**config.mk**
```make
export PLATFORM = sky130hd
export DESIGN_NAME = posit_raw_adder_pipe
export DESIGN_NICKNAME = d
export VERILOG_FILES = /design/src/rtl/posit_raw_adder_pipe.sv
export SDC_FILE = /design/constraint.sdc
export NUM_CORES = 2
export LEC_CHECK = 0
export CAP_MARGIN = 20
export CORE_AREA = 3 3 281 283
export DETAILED_ROUTE_END_ITERATION = 16
export DIE_AREA = 0 0 284 286
export SYNTH_ARGS = -nofsm -noshare
export SYNTH_HDL_FRONTEND = slang
export SYNTH_SLANG_ARGS = --single-unit
```
**constraint.sdc**
```tcl
create_clock -name clk -period 16.25 [get_ports clk]
set_input_delay 4.0625 -clock clk [delete_from_list [all_inputs] [get_ports clk]]
set_output_delay 4.0625 -clock clk [all_outputs]
set_load 0.01 [all_outputs]
```
**src/rtl/posit_raw_adder_pipe.sv**
```systemverilog
// Four-stage elastic adder for decoded posit operands: select/compare, align+add,
// leading-one detect, normalise. A single global enable stalls every stage together.
module posit_raw_adder_pipe #(
    parameter int FRAC_W  = 60,
    parameter int SCALE_W = 9,
    parameter int GUARD_W = 3,
    parameter int IN_W    = FRAC_W + SCALE_W + 3,
    parameter int OUT_W   = FRAC_W + GUARD_W + SCALE_W + 4
) (
    input  logic             clk,
    input  logic             rst_n,
    input  logic             in_valid,
    output logic             in_ready,
    input  logic [IN_W-1:0]  in1,
    input  logic [IN_W-1:0]  in2,
    input  logic             in1_truncated,
    input  logic             in2_truncated,
    output logic             out_valid,
    input  logic             out_ready,
    output logic [OUT_W-1:0] result,
    output logic             truncated
);
    localparam int MANT_W  = FRAC_W + GUARD_W + 1;
    localparam int SUM_W   = MANT_W + 1;
    localparam int OFRAC_W = FRAC_W + GUARD_W;
    localparam int DIFF_W  = SCALE_W + 1;
    localparam int LZ_W    = $clog2(MANT_W + 1);

    function automatic logic [LZ_W-1:0] count_lz(input logic [MANT_W-1:0] v);
        logic [LZ_W-1:0] n;
        n = LZ_W'(MANT_W);
        for (int i = 0; i < MANT_W; i++) begin
            if (v[i]) n = LZ_W'(MANT_W - 1 - i);
        end
        return n;
    endfunction

    logic en;

    logic                      a_zero, b_zero, a_sgn, b_sgn, a_inf, b_inf, a_tr, b_tr, a_hi;
    logic signed [SCALE_W-1:0] a_scale, b_scale, lo_scale;
    logic [FRAC_W-1:0]         a_frac, b_frac;

    logic                      vld_p0_q, sgn_p0_d, sgn_p0_q, hi_zero_p0_d, hi_zero_p0_q;
    logic                      lo_zero_p0_d, lo_zero_p0_q, sub_p0_d, sub_p0_q;
    logic                      inf_p0_d, inf_p0_q, trunc_p0_d, trunc_p0_q;
    logic signed [SCALE_W-1:0] scale_p0_d, scale_p0_q;
    logic [FRAC_W-1:0]         hi_frac_p0_d, hi_frac_p0_q, lo_frac_p0_d, lo_frac_p0_q;
    logic [DIFF_W-1:0]         diff_p0_d, diff_p0_q;

    logic [MANT_W-1:0]         hi_m, lo_m, aligned;
    logic [2*MANT_W-1:0]       ext;
    logic                      shift_st;
    logic                      vld_p1_q, sgn_p1_q, inf_p1_q, sticky_p1_d, sticky_p1_q;
    logic signed [SCALE_W-1:0] scale_p1_q;
    logic [SUM_W-1:0]          sum_p1_d, sum_p1_q;

    logic                      vld_p2_q, sgn_p2_q, inf_p2_q, sticky_p2_q;
    logic signed [SCALE_W-1:0] scale_p2_q;
    logic [SUM_W-1:0]          sum_p2_q;
    logic [LZ_W-1:0]           lz_p2_d, lz_p2_q;

    logic [SCALE_W:0]          scale_ext, out_scale;
    logic [OFRAC_W-1:0]        out_frac;
    logic                      vld_p3_q, trunc_p3_d, trunc_p3_q;
    logic [OUT_W-1:0]          result_p3_d, result_p3_q;

    assign en        = ~vld_p3_q | out_ready;
    assign in_ready  = en;
    assign out_valid = vld_p3_q;
    assign result    = result_p3_q;
    assign truncated = trunc_p3_q;

    // Stage 0: mask zero operands, order by magnitude
    always_comb begin
        a_zero  = in1[0];
        b_zero  = in2[0];
        a_sgn   = in1[IN_W-1] & ~a_zero;
        b_sgn   = in2[IN_W-1] & ~b_zero;
        a_scale = a_zero ? '0 : in1[IN_W-2 -: SCALE_W];
        b_scale = b_zero ? '0 : in2[IN_W-2 -: SCALE_W];
        a_frac  = a_zero ? '0 : in1[FRAC_W+1:2];
        b_frac  = b_zero ? '0 : in2[FRAC_W+1:2];
        a_inf   = in1[1] & ~a_zero;
        b_inf   = in2[1] & ~b_zero;
        a_tr    = in1_truncated & ~a_zero;
        b_tr    = in2_truncated & ~b_zero;
        a_hi    = 1'b1;
        if (b_zero)                  a_hi = 1'b1;
        else if (a_zero)             a_hi = 1'b0;
        else if (a_scale != b_scale) a_hi = (a_scale > b_scale);
        else                         a_hi = (a_frac >= b_frac);
        sgn_p0_d     = a_hi ? a_sgn   : b_sgn;
        scale_p0_d   = a_hi ? a_scale : b_scale;
        lo_scale     = a_hi ? b_scale : a_scale;
        hi_frac_p0_d = a_hi ? a_frac  : b_frac;
        lo_frac_p0_d = a_hi ? b_frac  : a_frac;
        hi_zero_p0_d = a_hi ? a_zero  : b_zero;
        lo_zero_p0_d = a_hi ? b_zero  : a_zero;
        sub_p0_d     = a_sgn ^ b_sgn;
        diff_p0_d    = {scale_p0_d[SCALE_W-1], scale_p0_d} - {lo_scale[SCALE_W-1], lo_scale};
        inf_p0_d     = a_inf | b_inf;
        trunc_p0_d   = a_tr | b_tr;
    end

    // Stage 1: align lo to hi, collecting shifted-out bits, then add/subtract
    always_comb begin
        hi_m = {~hi_zero_p0_q, hi_frac_p0_q, {GUARD_W{1'b0}}};
        lo_m = {~lo_zero_p0_q, lo_frac_p0_q, {GUARD_W{1'b0}}};
        ext  = {lo_m, {MANT_W{1'b0}}} >> diff_p0_q;
        aligned  = ext[2*MANT_W-1:MANT_W];
        shift_st = |ext[MANT_W-1:0];
        if (diff_p0_q >= DIFF_W'(MANT_W)) begin
            aligned  = '0;
            shift_st = |lo_m;
        end
        sum_p1_d    = sub_p0_q ? ({1'b0, hi_m} - {1'b0, aligned}) : ({1'b0, hi_m} + {1'b0, aligned});
        sticky_p1_d = shift_st | trunc_p0_q;
    end

    // Stage 2: leading zeros below the carry bit
    assign lz_p2_d = count_lz(sum_p1_q[MANT_W-1:0]);

    // Stage 3: normalise and pack
    always_comb begin
        scale_ext  = {scale_p2_q[SCALE_W-1], scale_p2_q};
        out_scale  = scale_ext - {{(SCALE_W+1-LZ_W){1'b0}}, lz_p2_q};
        out_frac   = sum_p2_q[OFRAC_W-1:0] << lz_p2_q;
        trunc_p3_d = sticky_p2_q;
        if (sum_p2_q[SUM_W-1]) begin
            out_scale  = scale_ext + (SCALE_W+1)'(1);
            out_frac   = sum_p2_q[MANT_W-1:1];
            trunc_p3_d = sticky_p2_q | sum_p2_q[0];
        end
        result_p3_d = {sgn_p2_q, out_scale, out_frac, 2'b00};
        if (inf_p2_q) begin
            result_p3_d    = '0;
            result_p3_d[1] = 1'b1;
            trunc_p3_d     = 1'b0;
        end else if (sum_p2_q == '0) begin
            result_p3_d    = '0;
            result_p3_d[0] = 1'b1;
            trunc_p3_d     = 1'b0;
        end
    end

    always_ff @(posedge clk) begin
        if (!rst_n) begin
            vld_p0_q    <= 1'b0;
            vld_p1_q    <= 1'b0;
            vld_p2_q    <= 1'b0;
            vld_p3_q    <= 1'b0;
            result_p3_q <= '0;
            trunc_p3_q  <= 1'b0;
        end else if (en) begin
            vld_p0_q     <= in_valid;
            sgn_p0_q     <= sgn_p0_d;
            scale_p0_q   <= scale_p0_d;
            hi_frac_p0_q <= hi_frac_p0_d;
            lo_frac_p0_q <= lo_frac_p0_d;
            hi_zero_p0_q <= hi_zero_p0_d;
            lo_zero_p0_q <= lo_zero_p0_d;
            sub_p0_q     <= sub_p0_d;
            diff_p0_q    <= diff_p0_d;
            inf_p0_q     <= inf_p0_d;
            trunc_p0_q   <= trunc_p0_d;

            vld_p1_q     <= vld_p0_q;
            sgn_p1_q     <= sgn_p0_q;
            scale_p1_q   <= scale_p0_q;
            inf_p1_q     <= inf_p0_q;
            sum_p1_q     <= sum_p1_d;
            sticky_p1_q  <= sticky_p1_d;

            vld_p2_q     <= vld_p1_q;
            sgn_p2_q     <= sgn_p1_q;
            scale_p2_q   <= scale_p1_q;
            inf_p2_q     <= inf_p1_q;
            sum_p2_q     <= sum_p1_q;
            sticky_p2_q  <= sticky_p1_q;
            lz_p2_q      <= lz_p2_d;

            vld_p3_q     <= vld_p2_q;
            result_p3_q  <= result_p3_d;
            trunc_p3_q   <= trunc_p3_d;
        end
    end
endmodule

```
==> flow_metrics.py <==
metrics = {
    "sta": {
        "finalHoldViolCount": 0,
        "setup_ws_ns": 6.06,
        "slew_violations": 0,
        "slew_headroom_pct": 23.5,
        "tns_ns": 0,
        "finalSetupViolCount": 0,
        "whs_ns": 0.416,
        "tightest_slew_ns": 1.14,
        "clock_skew_ns": 0.0320,
        "rsz0062_at_grt": "false",
        "period_minus_slack_ns": 10.19,
        "fin_crit_sh_pct": 62.7,
        "fmax_mhz": 98.1,
    },
    "floorplanning": {
        "row_count": 102,
        "start_util_pct": 44.6,
        "io_pins": 229,
        "fp.coreArea_um2": 77000,
        "die_y_um": 286,
        "dieArea_um2": 81200,
        "die_w_um": 284,
    },
    "worst_setup_path": {
        "cp_slowest_cell": "buf_4",
        "cp_max_fo": 84,
        "max_stage_delay_ns": 0.65,
        "start_kind": "input port",
        "cpMostUsedCell": "clkdlybuf4s50_1",
        "crit_type": "input port to output port",
        "path_cells": "clkdlybuf4s50_1 > nor2b_4 > buf_4 > inv_1 > clkdlybuf4s50_1",
        "critPathCaptureType": "output port",
        "crit_arrival_ns": 6.13,
        "cp.required_ns": 12.19,
    },
    "synth": {
        "synth_seq_cells": 387,
        "ys_seq_area_share_pct": 31.5,
        "synth.distinct_cells": 102,
        "synth.avg_cell_area_um2": 8.24,
        "syn_nets": 4519,
        "synth-main-ff-cell": "edfxtp_1",
        "synth_edf_count": 306,
        "synthesis.area_um2": 34300,
        "yosys-top-cells-count": "nand2_1 (793), a21oi_1 (338), edfxtp_1 (306), nor2_1 (306), o21ai_0 (243)",
        "syn-instance-count": 4164,
        "yosys.area.top_type": "edfxtp_1",
        "yosys_warnings": 0,
        "synth_most_common_cell": "nand2_1",
        "synth_top_area_share_pct": 26.8,
        "synthTopCellsByArea": "edfxtp_1 (27%), nand2_1 (8.7%), ha_1 (7.4%)",
        "async_flop_share_pct": 0,
    },
    "power": {
        "p_switching_mw": 1.34,
        "p_leak_nw": 15.5,
        "seqPwrFrac_pct": 36.0,
        "sw_frac_of_total_pct": 37.1,
        "irDropWorstVdd_uv": 103,
        "power.share.clock_pct": 29.5,
        "intPower_mw": 2.27,
        "power_density_nw_per_um2": 93.3,
        "power_frac_comb_pct": 34.5,
    },
    "drt": {
        "firstDrtPassIters": 6,
        "avgRoutedWirePerCell_um": 22.7,
        "drc": 0,
        "drtIter0Drc": 2804,
        "ant_nets": 0,
        "dr_total_vias": 31700,
        "via_per_inst": 5.99,
        "wl_um": 120000,
    },
    "place": {
        "dpl.cell_count": 5206,
        "pre_cts_ws_ns": 5.81,
        "hpwl_um": 93600,
        "place_area_um2": 37200,
        "port_buffers": 228,
        "gp_congestion": 0.996,
    },
    "global_route": {
        "grt_pass1_wl_um": 181000,
        "antenna_found_initial": 0,
        "gr-total-overflow": 0,
        "track_usage_pct": 28.5,
        "grt_pass1_vias": 30100,
        "grt_max_degree": 85,
    },
    "finish": {
        "stdcell_count": 5296,
        "nNetsFinal": 4571,
        "finalInstanceArea_um2": 38700,
        "multiInputGateArea_um2": 21700,
        "drive_above_1_share_pct": 7.40,
        "n_antenna_cell": 0,
        "syn_to_final_growth_pct": 12.9,
        "fill_cells": 7525,
        "seqCellArea_um2": 10800,
    },
    "clock_network": {
        "cts_made_buffers": 48,
        "clk_pin_slew_ns": 0.06,
        "clkLatencyLatePin_ns": 0.63,
        "postCtsSetupBuffers": 0,
        "root_buffer": "clkbuf_16",
        "clock_sinks": 387,
        "cts_hold_buf": 0,
        "htree_levels": 2,
        "max-clock-path-buffers": 3,
        "cts_tree": "built",
        "postCtsResizedCells": 0,
    },
    "run": {
        "maxCapViolCount": 0,
    },
    "hold_path": {
        "hold_class": "register to register",
    },
    "status": {
        "status": "finished clean",
    },
}
-- kinds of logic (layout without fill, tap and decap cells) --
group,after synthesis,after routing,synth area share (%)
AND/OR/NAND/NOR,1658,1658,22.0
AO/OA/AOI/OAI,1115,1115,20.8
buffers and inverters,454,546,5.31
flip-flops,387,387,31.5
multiplexers,268,268,10.8
adder cells (fa/ha/maj),205,205,7.52
XOR/XNOR,77,77,1.96
-- worst max-delay path: cells and delay by family --
family        cells  cell delay (ns)
buf+inv           4             1.94
simple gates      1             0.11
-- cell type report --
type                       count  area share (%)
multi-input combinational   3323            56.1
sequential                   387            27.9
timing repair buffer         278            6.82
tap                         1040            3.36
clock buffer                  53            3.15
inverter                     178            1.72
clock inverter                37           0.966
-- final timing paths --
path / slack (ns) / cells past startpoint / start / endpoint
setup / recovery: 6.06 / 5 / out_ready / in_ready
setup reg to reg: 8.24 / 22 / diff_p0_q[0]$_DFFE_PP_ / sum_p1_q[64]$_DFFE_PP_
hold / removal: 0.42 / 0 / scale_p1_q[6]$_DFFE_PP_ / scale_p2_q[6]$_DFFE_PP_
hold reg to reg: 0.42 / 0 / scale_p1_q[6]$_DFFE_PP_ / scale_p2_q[6]$_DFFE_PP_
-- state kept, by name (all words and copies together), names as in the netlist, 7 cells and up --
| signal | flops |
|---|---|
| lz_p2_q | 7 |
| scale_p1_q | 9 |
| result | 76 |
| lo_frac_p0_q | 60 |
| sum_p1_q | 65 |
| scale_p0_q | 9 |
| sum_p2_q | 65 |
| diff_p0_q | 10 |
| hi_frac_p0_q | 60 |
| scale_p2_q | 9 |
-- power groups by stage --
stage	clock network (mW)	logic [mW]	registers, mW
4_1_cts	1.09	1.23	1.30
6_report	1.07	1.25	1.30
3_5_place_dp	0	1.23	1.32
2_1_floorplan	0	0.857	1.28
5_1_grt	1.14	1.35	1.31
3_3_place_gp	0	1.23	1.32
-- stage by stage --
step           util [%]  total power [mW]
6_report           50.3              3.62
5_1_grt            50.3              3.80
4_1_cts            50.3              3.62
3_5_place_dp       48.3              2.54
3_3_place_gp       48.3              2.54
2_1_floorplan         -              2.14
-- layer usage --
| metal | up-vias | GRT usage [%] | share of wire [%] |
|---|---|---|---|
| met3 | 254 | 3.45 | 5.3 |
| met4 | 0 | 12.3 | 4.8 |
| met1 | 15000 | 35.8 | 41 |
| met2 | 1194 | 49.5 | 49 |
| li1 | 15200 | - | - |
| met5 | - | 0 | 0 |
-- placed cells by master, fill, tap and decap left out, types with 21 or more instances in the layout --
cell	count
a22oi_1	81
a21oi_1	338
nand3_1	47
xnor2_1	61
nand4_1	39
mux2i_1	146
nor4_1	56
clkdlybuf4s50_1	225
mux2_2	42
nor2_1	305
a31oi_1	40
mux4_2	77
nor3_1	75
buf_4	50
inv_1	170
nor2b_1	165
o22ai_1	30
nand2_1	792
o21ai_0	243
or2_2	22
edfxtp_1	306
clkbuf_16	48
ha_1	203
o211ai_1	21
nand2b_1	46
a211oi_1	33
a22o_1	34
or3_1	27
dfxtp_1	81
a21o_1	65
o21bai_1	42
Note: power is estimated with default switching activity, not from simulation.
